===== config.mk =====
export PLATFORM = sky130hd
export DESIGN_NAME = mem_data_reg_ctl
export DESIGN_NICKNAME = d
export VERILOG_FILES = /design/src/rtl/mem_data_pkg.sv /design/src/rtl/mdr_extract.sv /design/src/rtl/mem_data_reg_ctl.sv
export SDC_FILE = /design/constraint.sdc
export NUM_CORES = 1
export LEC_CHECK = 0
export ABC_AREA = 1
export BUFFER_PORTS_ARGS = -buffer_cell sky130_fd_sc_hd__buf_2
export CORE_ASPECT_RATIO = 0.7
export CORE_MARGIN = 2
export CORE_UTILIZATION = 35
export CTS_CLUSTER_SIZE = 10
export DETAILED_ROUTE_END_ITERATION = 6
export SLEW_MARGIN = 20
export SYNTH_ARGS = -nofsm -noshare
export SYNTH_HDL_FRONTEND = slang
export SYNTH_SLANG_ARGS = --single-unit

===== constraint.sdc =====
create_clock -name clk -period 1.9 [get_ports clk]
set_clock_uncertainty 0.15 [all_clocks]
set_input_delay 0.19 -clock clk [delete_from_list [all_inputs] [get_ports clk]]
set_output_delay 0.19 -clock clk [all_outputs]
set_load 0.005 [all_outputs]

===== src/rtl/mem_data_pkg.sv =====
// Shared encodings and the access-legality rule for the memory data register.
package mem_data_pkg;

  typedef enum logic [1:0] {
    SZ_BYTE  = 2'b00,
    SZ_HALF  = 2'b01,
    SZ_WORD  = 2'b10,
    SZ_DWORD = 2'b11
  } size_e;

  typedef enum logic {
    ST_IDLE = 1'b0,
    ST_WAIT = 1'b1
  } state_e;

  // off is zero-extended to 3 bits by the caller, so one function serves both widths.
  function automatic logic f_is_legal(input logic [1:0] size, input logic [2:0] off,
                                      input int data_w);
    logic ok;
    case (size)
      SZ_BYTE: ok = 1'b1;
      SZ_HALF: ok = (off[0] == 1'b0);
      SZ_WORD: ok = (off[1:0] == 2'b00);
      default: ok = (data_w == 64) && (off == 3'b000);
    endcase
    return ok;
  endfunction

endpackage


===== src/rtl/mdr_extract.sv =====
// Combinational field extraction: shift the addressed bytes down, mask to the
// access size, then sign- or zero-extend to the full data width.
module mdr_extract
  import mem_data_pkg::*;
#(
  parameter int DATA_W = 32
) (
  input  logic [1:0]                   size,
  input  logic                         sign_ext,
  input  logic [$clog2(DATA_W/8)-1:0]  addr_off,
  input  logic [DATA_W-1:0]            mem_rdata,
  output logic [DATA_W-1:0]            ext_data
);

  logic [DATA_W-1:0] shifted;
  logic [DATA_W-1:0] mask;
  logic [6:0]        nbits;
  logic              sign_bit;

  always_comb begin
    shifted  = mem_rdata >> {addr_off, 3'b000};
    nbits    = 7'd8 << size;
    // When nbits equals DATA_W the shift overflows to zero and the mask becomes all ones.
    mask     = (DATA_W'(1) << nbits) - DATA_W'(1);
    sign_bit = |(shifted & (mask ^ (mask >> 1)));
    ext_data = (shifted & mask) | ((sign_ext && sign_bit) ? ~mask : '0);
  end

endmodule


===== src/rtl/mem_data_reg_ctl.sv =====
// Memory data register with a single read handshake per load, bounded wait,
// and size/offset extraction into mdr_q. LEGACY=1 restores the free-running MDR.
module mem_data_reg_ctl
  import mem_data_pkg::*;
#(
  parameter int DATA_W  = 32,
  parameter int TIMEOUT = 16,
  parameter int LEGACY  = 0
) (
  input  logic                         clk,
  input  logic                         rst_n,
  input  logic                         load_req,
  input  logic [1:0]                   size,
  input  logic                         sign_ext,
  input  logic [$clog2(DATA_W/8)-1:0]  addr_off,
  output logic                         mem_req,
  input  logic                         mem_ack,
  input  logic [DATA_W-1:0]            mem_rdata,
  output logic [DATA_W-1:0]            mdr_q,
  output logic                         busy,
  output logic                         done,
  output logic                         err_align,
  output logic                         err_tmo,
  output state_e                       state_dbg
);

  localparam int OFF_W = $clog2(DATA_W/8);
  localparam int CNT_W = $clog2(TIMEOUT);

  // Handshake: mem_req stays high for every WAIT cycle; the first cycle in which
  // mem_ack is sampled high while mem_req is high transfers mem_rdata and ends the request.

  state_e             state;
  logic [CNT_W-1:0]   cnt;
  logic [1:0]         lat_size;
  logic               lat_sign;
  logic [OFF_W-1:0]   lat_off;
  logic [DATA_W-1:0]  ext_data;
  logic [2:0]         off_ext;

  assign off_ext   = 3'(addr_off);
  assign state_dbg = state;

  mdr_extract #(.DATA_W(DATA_W)) u_extract (
    .size      (lat_size),
    .sign_ext  (lat_sign),
    .addr_off  (lat_off),
    .mem_rdata (mem_rdata),
    .ext_data  (ext_data)
  );

  always_ff @(posedge clk) begin
    if (!rst_n) begin
      state     <= ST_IDLE;
      cnt       <= '0;
      lat_size  <= '0;
      lat_sign  <= 1'b0;
      lat_off   <= '0;
      mdr_q     <= '0;
      mem_req   <= 1'b0;
      busy      <= 1'b0;
      done      <= 1'b0;
      err_align <= 1'b0;
      err_tmo   <= 1'b0;
    end else if (LEGACY != 0) begin
      state     <= ST_IDLE;
      mdr_q     <= mem_rdata;
      mem_req   <= 1'b0;
      busy      <= 1'b0;
      done      <= 1'b0;
      err_align <= 1'b0;
      err_tmo   <= 1'b0;
    end else begin
      done      <= 1'b0;
      err_align <= 1'b0;
      case (state)
        ST_IDLE: begin
          if (load_req) begin
            err_tmo <= 1'b0;
            if (f_is_legal(size, off_ext, DATA_W)) begin
              lat_size <= size;
              lat_sign <= sign_ext;
              lat_off  <= addr_off;
              cnt      <= '0;
              mem_req  <= 1'b1;
              busy     <= 1'b1;
              state    <= ST_WAIT;
            end else begin
              err_align <= 1'b1;
            end
          end
        end
        ST_WAIT: begin
          // An ack in the final allowed cycle still completes normally.
          if (mem_ack) begin
            mdr_q   <= ext_data;
            done    <= 1'b1;
            mem_req <= 1'b0;
            busy    <= 1'b0;
            state   <= ST_IDLE;
          end else if (cnt == CNT_W'(TIMEOUT - 1)) begin
            err_tmo <= 1'b1;
            mem_req <= 1'b0;
            busy    <= 1'b0;
            state   <= ST_IDLE;
          end else begin
            cnt <= cnt + 1'b1;
          end
        end
        default: state <= ST_IDLE;
      endcase
    end
  end

endmodule


==> flow_summary.toml <==
[power]
sequentialPowerShare_pct = 44.6
p_sw_w = 0.000714
combPwrFrac_pct = 23.1
power.leakage_nw = 1.59
powerDensity_nw_per_um2 = 727
irDropWorstVdd_mv = 0.322
clkPwrFrac_pct = 32.3
switching_share_pct = 30.6
p_int_w = 0.00162

[floorplan]
die_x_um = 103
row_count = 25
core_sq_um = 6660
ios = 79
dieArea_sq_um = 7510
start_util_pct = 35.8
die_height_um = 73.1

[place]
io_buffers = 78
dp_hpwl_um = 5310
place_ws_ns = -0.114
place_area_sq_um = 2950
gp_congestion = 0.891

[min_path]
whs_path_depth = 3
hold_class = "in -> reg"
hp-start = "load_req"
worstHoldEndpoint = "err_align"

[setup_path]
max_stage_delay_ns = 0.39
worst_path_max_delay_cell = "dfxtp_4"
critical_path_peak_fanout = 8
timing.rr.end = "mdr_q[22]"
path_buf_inv = 3
end_kind = "register"
critical_path_class = "reg -> reg"
reg2reg_depth = 12
crit_family = "simple AND/OR/NAND/NOR gates"
arrival_ns = 1.93
worst_setup_path_start_kind = "register"
crit_chain = "inv_4 > nor2_4 > inv_2 > ha_4 > xor2_1 > nor2_1 > nor2_1 > nand2_1 > nand2_2 > clkinv_4 > nand2_8 > a21oi_2"
rr_startpoint = "lat_size[0]"
crit_required_ns = 1.95
crit_path_frequent_cell = "nor2_1"
r2r_setup_slack_ns = 0.01

[clock_network]
htree_levels = 2
cts.clk_slew.worst_paths_ns = 0.09
clock_path_buffers = 2
numCtsBuffers = 5
root_buffer = "clkbuf_8"
cts_tree = "yes"
clock_latency_ns = 0.30
clkSinkCount = 46

[logic_synthesis]
synthesis.area_sq_um = 2390
yosysWarnings = 0
netlist_instances = 335
avgSynthCellArea_sq_um = 7.13
synth-seq-cells = 46
yosys.cell_types.count = 28
yosysSeqAreaShare_pct = 38.6
syn_nets = 379

[cells_and_area]
drive_above_1_share_pct = 34.9
final_area_sq_um = 3210
synthToLayoutAreaGrowth_pct = 34.4
diodes = 0
final_nets = 464

[global_route]
grt_pass1_wl_um = 11900
grt_max_degree = 33
grt_pass1_vias = 2402
grt.total_usage_pct = 20.2
antenna_found_initial = 0
overflow = 0

[routing]
detail_route.wl_per_cell_um = 14.0
vias_per_cell = 4.97
dr.pass1.iters = 5
routed_wl_um = 7200
num_vias = 2559
drtAntennaViolNets = 0
drc_errors = 0
first_iter_violations = 207

[timing]
min_period_ns = 1.89
slew_viol_final = 0
fin_crit_sh_pct = 99.2
hold_viol_final = 0
fmax_ghz = 0.530
maxSlewHeadroom_pct = 71.0
setup_viol = 0
tightest_slew_ns = 0.430
setup_slack_ns = 0.0145
rsz0062_at_grt = "true"

[job]
max_cap_viol_count = 0

[outcome]
status = "completed"
[worst max path at each step]
stage / cells after the start / endpoint / slack [ns] / startpoint
finish: 12 / mdr_q[22] / 0.01 / lat_size[0]
global placement: 12 / mdr_q[24] / -0.04 / lat_size[0]
CTS: 12 / mdr_q[25] / 0.0004 / lat_size[0]
global route: 12 / mdr_q[14] / -0.09 / lat_size[0]
detailed placement: 12 / mdr_q[21] / -0.11 / lat_size[0]
floorplan: 14 / mdr_q[17] / 0.006 / lat_size[1]
[power groups by stage]
stage | combinational (W) | clock [W] | sequential, W
6_report | 0.000539 | 0.000753 | 0.00104
5_1_grt | 0.000597 | 0.000820 | 0.00105
4_1_cts | 0.000506 | 0.000773 | 0.00104
3_5_place_dp | 0.000484 | 0 | 0.00106
3_3_place_gp | 0.000482 | 0 | 0.00106
2_1_floorplan | 0.000298 | 0 | 0.00106
[flip-flops by register name (all words and copies together) (netlist names)]
| name | cells |
|---|---|
| lat_off | 2 |
| busy | 1 |
| state_dbg | 1 |
| done | 1 |
| lat_size | 2 |
| lat_sign | 1 |
| cnt | 4 |
| err_align | 1 |
| mdr_q | 32 |
| err_tmo | 1 |
[synth_stat cells, drive strengths merged]
library cell | number | area share (%)
a21o | 1 | 0.31
a21oi | 65 | 15
a31oi | 7 | 1.8
and3 | 2 | 0.52
buf | 6 | 2.1
clkbuf | 16 | 2.5
clkinv | 1 | 0.21
dfxtp | 46 | 39
ha | 3 | 1.6
inv | 32 | 5.0
nand2 | 55 | 9.5
nand3 | 11 | 2.5
nor2 | 26 | 4.5
nor3 | 4 | 0.84
o211ai | 14 | 4.4
o21ai | 37 | 7.8
o311ai | 1 | 0.37
o31ai | 7 | 2.2
xor2 | 1 | 0.37
[layout make-up]
cell class | instances | area [sq um]
clock buffers | 5 | 68.8
clock inverters | 3 | 43.8
fillers | 661 | 3450
inverters | 33 | 131
multi-input cells | 234 | 1350
flip-flops and latches | 46 | 926
well taps | 94 | 118
repair buffers | 100 | 571
[per-stage QoR]
| step | utilization [%] | power (W) | TNS, ns | instances | hold WS [ns] |
|---|---|---|---|---|---|
| after CTS | 46.7 | 0.00232 | 0 | 513 | 0.0255 |
| final | 48.2 | 0.00233 | 0 | 515 | 0.0379 |
| after global routing | 48.2 | 0.00246 | -1.78 | 515 | 0.0412 |
| after global placement | 44.3 | 0.00154 | -0.539 | 503 | 0.307 |
| after detailed placement | 44.3 | 0.00154 | -2.22 | 503 | 0.311 |
| after floorplan | - | 0.00135 | 0 | 335 | 0.207 |
[cells by family after synthesis]
| logic type | share of synthesized area [%] |
|---|---|
| buf+inv | 9.85 |
| xor+xnor | 0.367 |
| compound gates | 31.8 |
| flops | 38.6 |
| fa+ha+maj | 1.57 |
| simple gates | 17.9 |
[cells in the final DEF (no fill, tap or decap), drive strengths merged, types with 3 or more instances in the layout]
cell type and count:
a21oi 65, a31oi 7, buf 99, clkbuf 5
dfxtp 46, ha 3, inv 33, nand2 55
nand3 11, nor2 26, nor3 4, o211ai 14
o21ai 37, o31ai 7
[repair_timing]
action,CTS,global route
resized for setup,10,19
hold buffers,1,0
pin swaps,3,9
buffers inserted,1,2
endpoints found under the setup margin,24,24
hold endpoints to repair,1,0
[worst min-delay path: cells and delay by family]
kind	cells	cell delay, ns
and+or+nand+nor	2	0.16
buffers and inverters	1	0.10
[routing by layer]
metal	wire, um	GRT usage [%]
met1	3730	32.1
met2	3010	27.9
met3	429	3.64
met4	27	4.44
met5	0	0
Power figures use the tool's default switching activity.
